$ cat src/rtl/reg_file_mp_pkg.sv
// Shared types, default widths and parity helper for the multi-port register file.
package reg_file_mp_pkg;

  localparam int unsigned DATA_W_DEF = 32;
  localparam int unsigned ADDR_W_DEF = 5;
  localparam int unsigned PAR_MAX_W  = 64;

  typedef enum logic {
    CLEAR = 1'b0,
    READY = 1'b1
  } rf_state_t;

  // Even-parity bit over a word zero-extended to PAR_MAX_W (zero padding leaves parity unchanged).
  function automatic logic even_par(input logic [PAR_MAX_W-1:0] v);
    return ^v;
  endfunction

endpackage

$ cat src/rtl/rf_read_port.sv
// One combinational read port: ready gating, zero register, write bypass, optional parity check.
// Parity checking is present when REG_FILE_MP_PARITY_EN is defined.
module rf_read_port
  import reg_file_mp_pkg::*;
#(
  parameter int unsigned DATA_W   = DATA_W_DEF,
  parameter int unsigned ADDR_W   = ADDR_W_DEF,
  parameter int unsigned ZERO_REG = 1,
  parameter int unsigned BYPASS   = 1
) (
  input  logic              ready,
  input  logic [ADDR_W-1:0] raddr,
  input  logic [ADDR_W-1:0] waddr,
  input  logic              wr_fwd,
  input  logic [DATA_W-1:0] wdata,
  input  logic [DATA_W-1:0] rword,
`ifdef REG_FILE_MP_PARITY_EN
  input  logic              rpar,
  output logic              perr,
`endif
  output logic [DATA_W-1:0] rdata
);

  logic is_zero;
  logic is_byp;

  assign is_zero = (ZERO_REG != 0) && (raddr == '0);
  assign is_byp  = (BYPASS != 0) && wr_fwd && (raddr == waddr) && !is_zero;

  always_comb begin
    rdata = '0;
    if (ready && !is_zero) begin
      rdata = is_byp ? wdata : rword;
    end
  end

`ifdef REG_FILE_MP_PARITY_EN
  // Only words actually coming from storage are checked.
  assign perr = ready && !is_zero && !is_byp &&
                (even_par(PAR_MAX_W'(rword)) != rpar);
`endif

endmodule

$ cat src/rtl/reg_file_mp.sv
// Multi-port register file with write bypass, optional zero register and sequential clear engine.
// Define REG_FILE_MP_PARITY_EN to add per-entry parity storage and the parity_err output.
module reg_file_mp
  import reg_file_mp_pkg::*;
#(
  parameter int unsigned DATA_W   = DATA_W_DEF,
  parameter int unsigned ADDR_W   = ADDR_W_DEF,
  parameter int unsigned NUM_RD   = 2,
  parameter int unsigned ZERO_REG = 1,
  parameter int unsigned BYPASS   = 1
) (
  input  logic                     clk,
  input  logic                     rst_n,
  input  logic                     clear_req,
  input  logic                     reg_write,
  input  logic [ADDR_W-1:0]        write_reg,
  input  logic [DATA_W-1:0]        write_data,
  input  logic [NUM_RD*ADDR_W-1:0] read_reg,
  output logic [NUM_RD*DATA_W-1:0] read_data,
`ifdef REG_FILE_MP_PARITY_EN
  output logic [NUM_RD-1:0]        parity_err,
`endif
  output logic                     ready,
  output logic                     wr_drop
);

  localparam int unsigned DEPTH = 2 ** ADDR_W;
  localparam int unsigned CNT_W = ADDR_W + 1;
`ifdef REG_FILE_MP_PARITY_EN
  localparam int unsigned STORE_W = DATA_W + 1;
`else
  localparam int unsigned STORE_W = DATA_W;
`endif

  rf_state_t          state;
  logic [CNT_W-1:0]   clr_cnt;
  logic [STORE_W-1:0] mem [DEPTH];

  logic               wr_fwd;
  logic               wr_ok;
  logic               mem_we;
  logic [ADDR_W-1:0]  mem_addr;
  logic [STORE_W-1:0] mem_wdata;

  // A write is live this cycle only when ready and not displaced by an accepted clear.
  assign wr_fwd = ready && reg_write && !clear_req;
  assign wr_ok  = wr_fwd && !((ZERO_REG != 0) && (write_reg == '0));

  always_ff @(posedge clk) begin
    if (!rst_n) begin
      state   <= CLEAR;
      clr_cnt <= '0;
      ready   <= 1'b0;
      wr_drop <= 1'b0;
    end else begin
      wr_drop <= reg_write && (!ready || clear_req);
      case (state)
        CLEAR: begin
          if (clr_cnt == CNT_W'(DEPTH - 1)) begin
            state   <= READY;
            ready   <= 1'b1;
            clr_cnt <= '0;
          end else begin
            clr_cnt <= clr_cnt + CNT_W'(1);
          end
        end
        READY: begin
          if (clear_req) begin
            state   <= CLEAR;
            clr_cnt <= '0;
            ready   <= 1'b0;
          end
        end
        default: begin
          state <= CLEAR;
          ready <= 1'b0;
        end
      endcase
    end
  end

  // Storage port: the clear engine owns it in CLEAR; reset itself never writes the array.
  always_comb begin
    mem_we    = 1'b0;
    mem_addr  = write_reg;
`ifdef REG_FILE_MP_PARITY_EN
    mem_wdata = {even_par(PAR_MAX_W'(write_data)), write_data};
`else
    mem_wdata = write_data;
`endif
    if (state == CLEAR) begin
      mem_we    = rst_n;
      mem_addr  = clr_cnt[ADDR_W-1:0];
      mem_wdata = '0;
    end else if (wr_ok) begin
      mem_we = 1'b1;
    end
  end

  always_ff @(posedge clk) begin
    if (mem_we) begin
      mem[mem_addr] <= mem_wdata;
    end
  end

  for (genvar k = 0; k < NUM_RD; k++) begin : g_rd
    logic [ADDR_W-1:0]  raddr;
    logic [STORE_W-1:0] rentry;

    assign raddr  = read_reg[k*ADDR_W +: ADDR_W];
    assign rentry = mem[raddr];

    rf_read_port #(
      .DATA_W  (DATA_W),
      .ADDR_W  (ADDR_W),
      .ZERO_REG(ZERO_REG),
      .BYPASS  (BYPASS)
    ) u_port (
      .ready (ready),
      .raddr (raddr),
      .waddr (write_reg),
      .wr_fwd(wr_fwd),
      .wdata (write_data),
      .rword (rentry[DATA_W-1:0]),
`ifdef REG_FILE_MP_PARITY_EN
      .rpar  (rentry[DATA_W]),
      .perr  (parity_err[k]),
`endif
      .rdata (read_data[k*DATA_W +: DATA_W])
    );
  end

endmodule

$ cat config.mk
export PLATFORM = sky130hd
export DESIGN_NAME = reg_file_mp
export DESIGN_NICKNAME = d
export VERILOG_FILES = /design/src/rtl/reg_file_mp_pkg.sv /design/src/rtl/rf_read_port.sv /design/src/rtl/reg_file_mp.sv
export SDC_FILE = /design/constraint.sdc
export NUM_CORES = 1
export LEC_CHECK = 0
export BUFFER_PORTS_ARGS = -buffer_cell sky130_fd_sc_hd__buf_2
export CAP_MARGIN = 20
export CORE_UTILIZATION = 55
export CTS_CLUSTER_SIZE = 8
export DETAILED_ROUTE_END_ITERATION = 10
export HOLD_SLACK_MARGIN = 0.06
export PLACE_DENSITY = 0.71
export REMOVE_ABC_BUFFERS = 1
export SLEW_MARGIN = 0
export SYNTH_ARGS = -nofsm -noshare
export SYNTH_HDL_FRONTEND = slang
export SYNTH_SLANG_ARGS = --single-unit
export TNS_END_PERCENT = 5
$ cat constraint.sdc
create_clock -name clk -period 3.6 [get_ports clk]
set_input_delay 0.54 -clock clk [delete_from_list [all_inputs] [get_ports clk]]
set_output_delay 0.54 -clock clk [all_outputs]
set_load 0.005 [all_outputs]
==> flow_metrics.py, run 1 <==
metrics = {
    "outcome": {
        "status": "completed",
    },
    "sta": {
        "finalHoldViolCount": 0,
        "setup_slack_ns": 0.0542,
        "finalSetupViolCount": 0,
        "finalCritPeriodShare": 0.985,
        "timing.slew.headroom": 0.325,
        "fin_worst_skew_ns": 0.0345,
        "tightest_slew_ns": 1.01,
        "rsz0062_at_grt": "no",
        "hold_ws_ns": 0.0912,
        "fmax_ghz": 0.282,
        "finalMaxSlewViolations": 0,
        "min_period_ns": 3.55,
    },
    "routing": {
        "firstDrtPassIters": 6,
        "wire_per_inst_um": 37.3,
        "drtIter0Drc": 4086,
        "drc": 0,
        "antenna_left": 0,
        "via_per_inst": 7.39,
        "vias": 30100,
        "routed_wl_um": 152000,
    },
    "finish": {
        "fillers": 5894,
        "drive_gt1_frac": 0.363,
        "layout_common_cells": "edfxtp_1, mux4_2, buf_4",
        "syn2layout_area_growth_pct": 15.3,
        "multi_input_area_sq_um": 16800,
        "regArea_sq_um": 30900,
        "finalNetCount": 2948,
        "final_common_cell": "edfxtp_1",
        "diodes": 0,
    },
    "synth": {
        "synth_largest_area_cell": "edfxtp_1",
        "yosys_warnings": 0,
        "yosysSeqAreaShare": 0.635,
        "synth_edf_count": 1024,
        "ys_ff_latch": 1033,
        "async_flop_share": 0,
        "ys.flop_type": "edfxtp_1",
        "synth_cell_types": 55,
        "syn-cell-area_sq_um": 48700,
        "ys_top_cells_by_area": "edfxtp_1, mux4_2, mux2i_1",
        "synthCells": 2641,
        "postSynthAreaPerCell_sq_um": 18.4,
        "synth.top_cell.area_share": 0.631,
    },
    "min_path": {
        "hold_path_class": "in2reg",
        "hp-start": "clear_req",
        "hold-path-endpoint": "wr_drop$_SDFF_PN0_",
        "min_path_cells": 3,
    },
    "power": {
        "leakage_nw": 19.5,
        "power_per_cell_area_nw_per_um2": 486,
        "vdd_drop_max_mv": 0.339,
    },
    "critical_path": {
        "path_max_fanout": 28,
        "reg2reg_depth": 6,
        "worst_ep_required_time_ns": 3.06,
        "arrival_ns": 3.01,
        "start_kind": "input port",
        "worstReg2RegStart": "ready$_SDFFE_PN0P_",
        "rrSetupSlack_ns": 0.79,
        "r2r_end": "mem[9][15]$_DFFE_PP_",
        "crit_path_end_kind": "output port",
        "path_class": "in2out",
    },
    "floorplanning": {
        "die_width_um": 300,
        "core-area_sq_um": 87300,
        "num_rows": 108,
        "start_util": 0.558,
        "io_pins": 117,
        "die_area_sq_um": 89700,
        "fp.dieH_um": 300,
    },
    "place": {
        "place_ws_ns": 0.144,
        "port_buffers": 116,
        "place.gp.congestion": 0.891,
        "dpl.hpwl_um": 88400,
    },
    "clocking": {
        "cts_tree": "built",
        "cts-root-buf": "clkbuf_16",
        "clkLatencyLatePin_ns": 0.75,
        "clockBufferDepth": 3,
        "cts.sinks": 1033,
        "cts_setup_buffers": 0,
        "cts.htree.levels": 4,
        "cts_buffers": 147,
        "path_clk_slew_ns": 0.05,
    },
    "run": {
        "max-cap-violations": 0,
    },
    "grt": {
        "antenna_found_initial": 1,
        "grtUsageTotal": 0.346,
        "grt_max_degree": 62,
        "gr-total-overflow": 0,
        "grt_pass1_wl_um": 218000,
        "grt_pass1_vias": 31300,
    },
}
## sequential cells by signal, indices dropped and copies added, names as in the netlist
| register | flops |
|---|---|
| ready | 1 |
| wr_drop | 1 |
| state | 1 |
| clr_cnt | 6 |
| mem | 1024 |
## final cells by class
type / instances / share of cell area
Clock buffer: 158 / 0.0663
Tap cell: 1155 / 0.0257
Inverter: 3 / 0.000201
Multi-Input combinational cell: 1384 / 0.299
Clock inverter: 16 / 0.00584
Timing Repair Buffer: 327 / 0.0518
Sequential cell: 1033 / 0.551
## critical path: stages
cell,delay (ns)
buf_2,0.42
or2_2,0.22
buf_4,0.58
o22ai_1,0.22
nor4_1,0.49
buf_4,0.21
a211oi_1,0.06
nor2_1,0.13
buf_2,0.12
## worst max-delay path by stage
stage	end	startpoint	slack [ns]
finish	read_data[44]	read_reg[7]	0.05
global route	read_data[0]	read_reg[0]	0.08
CTS	read_data[48]	read_reg[5]	0.12
detailed placement	read_data[48]	read_reg[5]	0.14
global placement	read_data[48]	read_reg[5]	0.13
floorplan	read_data[0]	read_reg[4]	-0.05
## what timing repair did
action,4_1_cts,5_1_grt
resized for setup,0,0
hold buffers,1,0
endpoints found under the hold margin,1,0
## Yosys cell counts, drive strengths merged, types with 2 or more instances
cell	instances
clkbuf	72
a22oi	62
nand4	2
nand3	5
mux2	68
o211ai	11
a22o	2
a21boi	4
nor3	23
inv	3
nand2b	7
mux2i	133
a221o	20
buf	149
o22a	11
nand2	45
a21oi	4
edfxtp	1024
xnor2	10
and2	36
nor2b	8
nand3b	3
mux4	446
a221oi	11
o22ai	86
or2	4
o21ai	133
nor2	134
dfxtp	9
a211oi	40
a311oi	4
or4	13
nor4	21
a31oi	23
and3b	2
nor3b	2
## cell families (layout without fill, tap and decap cells)
group,count (synthesis),after routing,synth area share
buffers and inverters,224,504,0.0261
xor gates and xnor gates,10,10,0.00180
and+or+nand+nor,309,309,0.0305
DFF,1033,1033,0.635
AOI/OAI and AO/OA,417,417,0.0569
muxes,647,647,0.249
adders and majority gates,1,1,0.000257
## power breakdown
group	internal [W]	switching (W)	total, W
Clock	0.00732	0.00510	0.0124
Sequential	0.0131	0.0000313	0.0132
Combinational	0.000712	0.000985	0.00170
## per-layer routing
metal / share of wire / GRT usage / vias to the layer above
met5: 0 / 0 / -
met3: 0.12 / 0.0775 / 525
met1: 0.34 / 0.446 / 15500
met2: 0.48 / 0.553 / 2322
li1: - / - / 11700
met4: 0.056 / 0.181 / 0
## per-stage QoR
stage          TNS (ns)  std cells   util  cell area [sq um]  power (W)
2_1_floorplan     -1.10       2420      -              47400     0.0141
3_3_place_gp          0       3899  0.596              52000     0.0150
3_5_place_dp          0       3899  0.596              52000     0.0151
4_1_cts               0       4074  0.642              56100     0.0273
5_1_grt               0       4076  0.643              56100     0.0279
6_report              0       4076  0.643              56100     0.0273
No activity file was read; power rests on OpenSTA's default activity.
==> run 2: changes to the inputs <==
- CELL_PAD_IN_SITES_DETAIL_PLACEMENT: not set -> 1
- CELL_PAD_IN_SITES_GLOBAL_PLACEMENT: not set -> 1
- PLACE_DENSITY: 0.71 -> not set
- PLACE_DENSITY_LB_ADDON: not set -> 0.1
==> run 2 against run 1 <==
Effect of this change: cell area grew 0.11%; clock skew down 0.015 ns; die area is the same; core utilization up 0.069 points; critical endpoint is now read_data[40]; highest routed layer unchanged.
==> flow_metrics.py, run 2 (same netlist as run 1, synthesis figures left out) <==
metrics = {
    "grt": {
        "antenna_found_initial": 2,
        "gr-total-overflow": 0,
        "grtUsageTotal": 0.378,
        "grt_max_degree": 60,
        "grt_pass1_vias": 33100,
        "grt_pass1_wl_um": 237000,
    },
    "clocking": {
        "cts_tree": "built",
        "clockBufferDepth": 3,
        "cts_setup_buffers": 0,
        "cts-root-buf": "clkbuf_16",
        "path_clk_slew_ns": 0.05,
        "cts_buffers": 147,
        "cts.sinks": 1033,
        "cts.htree.levels": 4,
        "clkLatencyLatePin_ns": 0.76,
    },
    "sta": {
        "finalMaxSlewViolations": 0,
        "fin_worst_skew_ns": 0.0193,
        "rsz0062_at_grt": "no",
        "tightest_slew_ns": 1.09,
        "min_period_ns": 3.55,
        "finalSetupViolCount": 0,
        "fmax_ghz": 0.281,
        "fin_tns_setup_ns": 0,
        "finalCritPeriodShare": 0.987,
        "timing.slew.headroom": 0.272,
        "finalHoldViolCount": 0,
    },
    "routing": {
        "firstDrtPassIters": 7,
        "routed_wl_um": 166000,
        "wire_per_inst_um": 40.9,
        "drtIter0Drc": 4430,
        "drc": 0,
        "vias": 31000,
        "antenna_left": 0,
        "via_per_inst": 7.63,
    },
    "finish": {
        "drive_gt1_frac": 0.360,
        "final_common_cell": "edfxtp_1",
        "largest_registers": "mem (1024), clr_cnt (6)",
        "regMostFlops": "mem",
        "largest_register_ffs": 1024,
        "layout_common_cells": "edfxtp_1, mux4_2, clkbuf_16",
        "finalNetCount": 2937,
        "syn2layout_area_growth_pct": 15.4,
    },
    "power": {
        "leakage_nw": 19.4,
        "p_int_w": 0.0213,
        "vdd_drop_max_mv": 0.507,
        "combPwrFrac": 0.064,
        "power.switching_w": 0.00607,
        "p_clk_frac": 0.456,
        "switching_share": 0.221,
        "power_w": 0.0274,
        "power_per_cell_area_nw_per_um2": 488,
        "seqPwrFrac": 0.480,
    },
    "critical_path": {
        "worst_ep_required_time_ns": 3.06,
        "arrival_ns": 3.01,
        "start_kind": "flop",
        "path_max_fanout": 15,
        "path_class": "reg2out",
        "crit_path_end_kind": "output port",
    },
    "floorplanning": {
        "die_width_um": 300,
        "io_pins": 117,
        "num_rows": 108,
        "fp.dieH_um": 300,
        "core-area_sq_um": 87300,
        "start_util": 0.558,
        "die_area_sq_um": 89700,
    },
    "place": {
        "place.gp.congestion": 0.840,
        "port_buffers": 116,
        "dpl.hpwl_um": 96500,
    },
    "min_path": {
        "hold_path_class": "in2reg",
    },
    "outcome": {
        "status": "completed",
    },
    "run": {
        "max-cap-violations": 0,
    },
}
## run 2: power by group through the flow
stage	Sequential [W]	Combinational, W	Clock, W
2_1_floorplan	0.0134	0.000722	0
3_3_place_gp	0.0134	0.00168	0
3_5_place_dp	0.0134	0.00171	0
4_1_cts	0.0132	0.00172	0.0126
5_1_grt	0.0132	0.00179	0.0130
6_report	0.0132	0.00175	0.0125
## run 2: final cells by class
type / instances / area (sq um)
inverter: 3 / 11.3
antenna: 3 / 7.51
sequential: 1033 / 30900
multi-input combinational: 1384 / 16800
timing repair buffer: 316 / 3000
clock buffer: 164 / 3870
clock inverter: 10 / 131
fill: 7327 / 31100
tap: 1155 / 1450
## run 2: layer usage
| layer | vias up | wire, um | global-route usage |
|---|---|---|---|
| met5 | - | 0 | 0 |
| met4 | 0 | 7660 | 0.178 |
| met3 | 501 | 20600 | 0.103 |
| met2 | 2346 | 78600 | 0.586 |
| met1 | 16500 | 59500 | 0.502 |
| li1 | 11700 | - | - |
## run 2: final timing paths
kind | startpoint | slack [ns] | cells after the start | end
max reg2reg | state$_SDFF_PN0_ | 0.47 | 4 | mem[13][31]$_DFFE_PP_
min reg2reg | clr_cnt[5]$_SDFFE_PN0P_ | 0.54 | 2 | clr_cnt[5]$_SDFFE_PN0P_
max | ready$_SDFFE_PN0P_ | 0.05 | 7 | read_data[40]
min | clear_req | 0.1 | 3 | wr_drop$_SDFF_PN0_
## run 2: metrics by stage
| stage | hold slack (ns) | utilization | cells | worst slack, ns | cell area (sq um) |
|---|---|---|---|---|---|
| after CTS | 0.0673 | 0.642 | 4057 | 0.0250 | 56000 |
| after global routing | 0.114 | 0.644 | 4065 | 0.0156 | 56200 |
| after detailed placement | 0.528 | 0.596 | 3882 | 0.178 | 52000 |
| after floorplan | 0.469 | - | 2420 | -0.0549 | 47400 |
| after global placement | 0.488 | 0.596 | 3881 | 0.173 | 52000 |
| final | 0.0990 | 0.644 | 4068 | 0.0456 | 56200 |
## run 2: timing repair
item | in CTS | in global routing
hold buffers | 1 | 0
endpoints found under the hold margin | 1 | 0
resized for setup | 0 | 2
setup endpoints to repair | 0 | 3
## run 2: critical path: stages, from the launching register on
cell and delay [ns]:
dfxtp_1 0.55, and3b_1 0.36, nand2_1 0.15, nor3b_2 0.26, buf_6 0.37, a211oi_1 0.16
nor2_1 0.25, buf_2 0.16
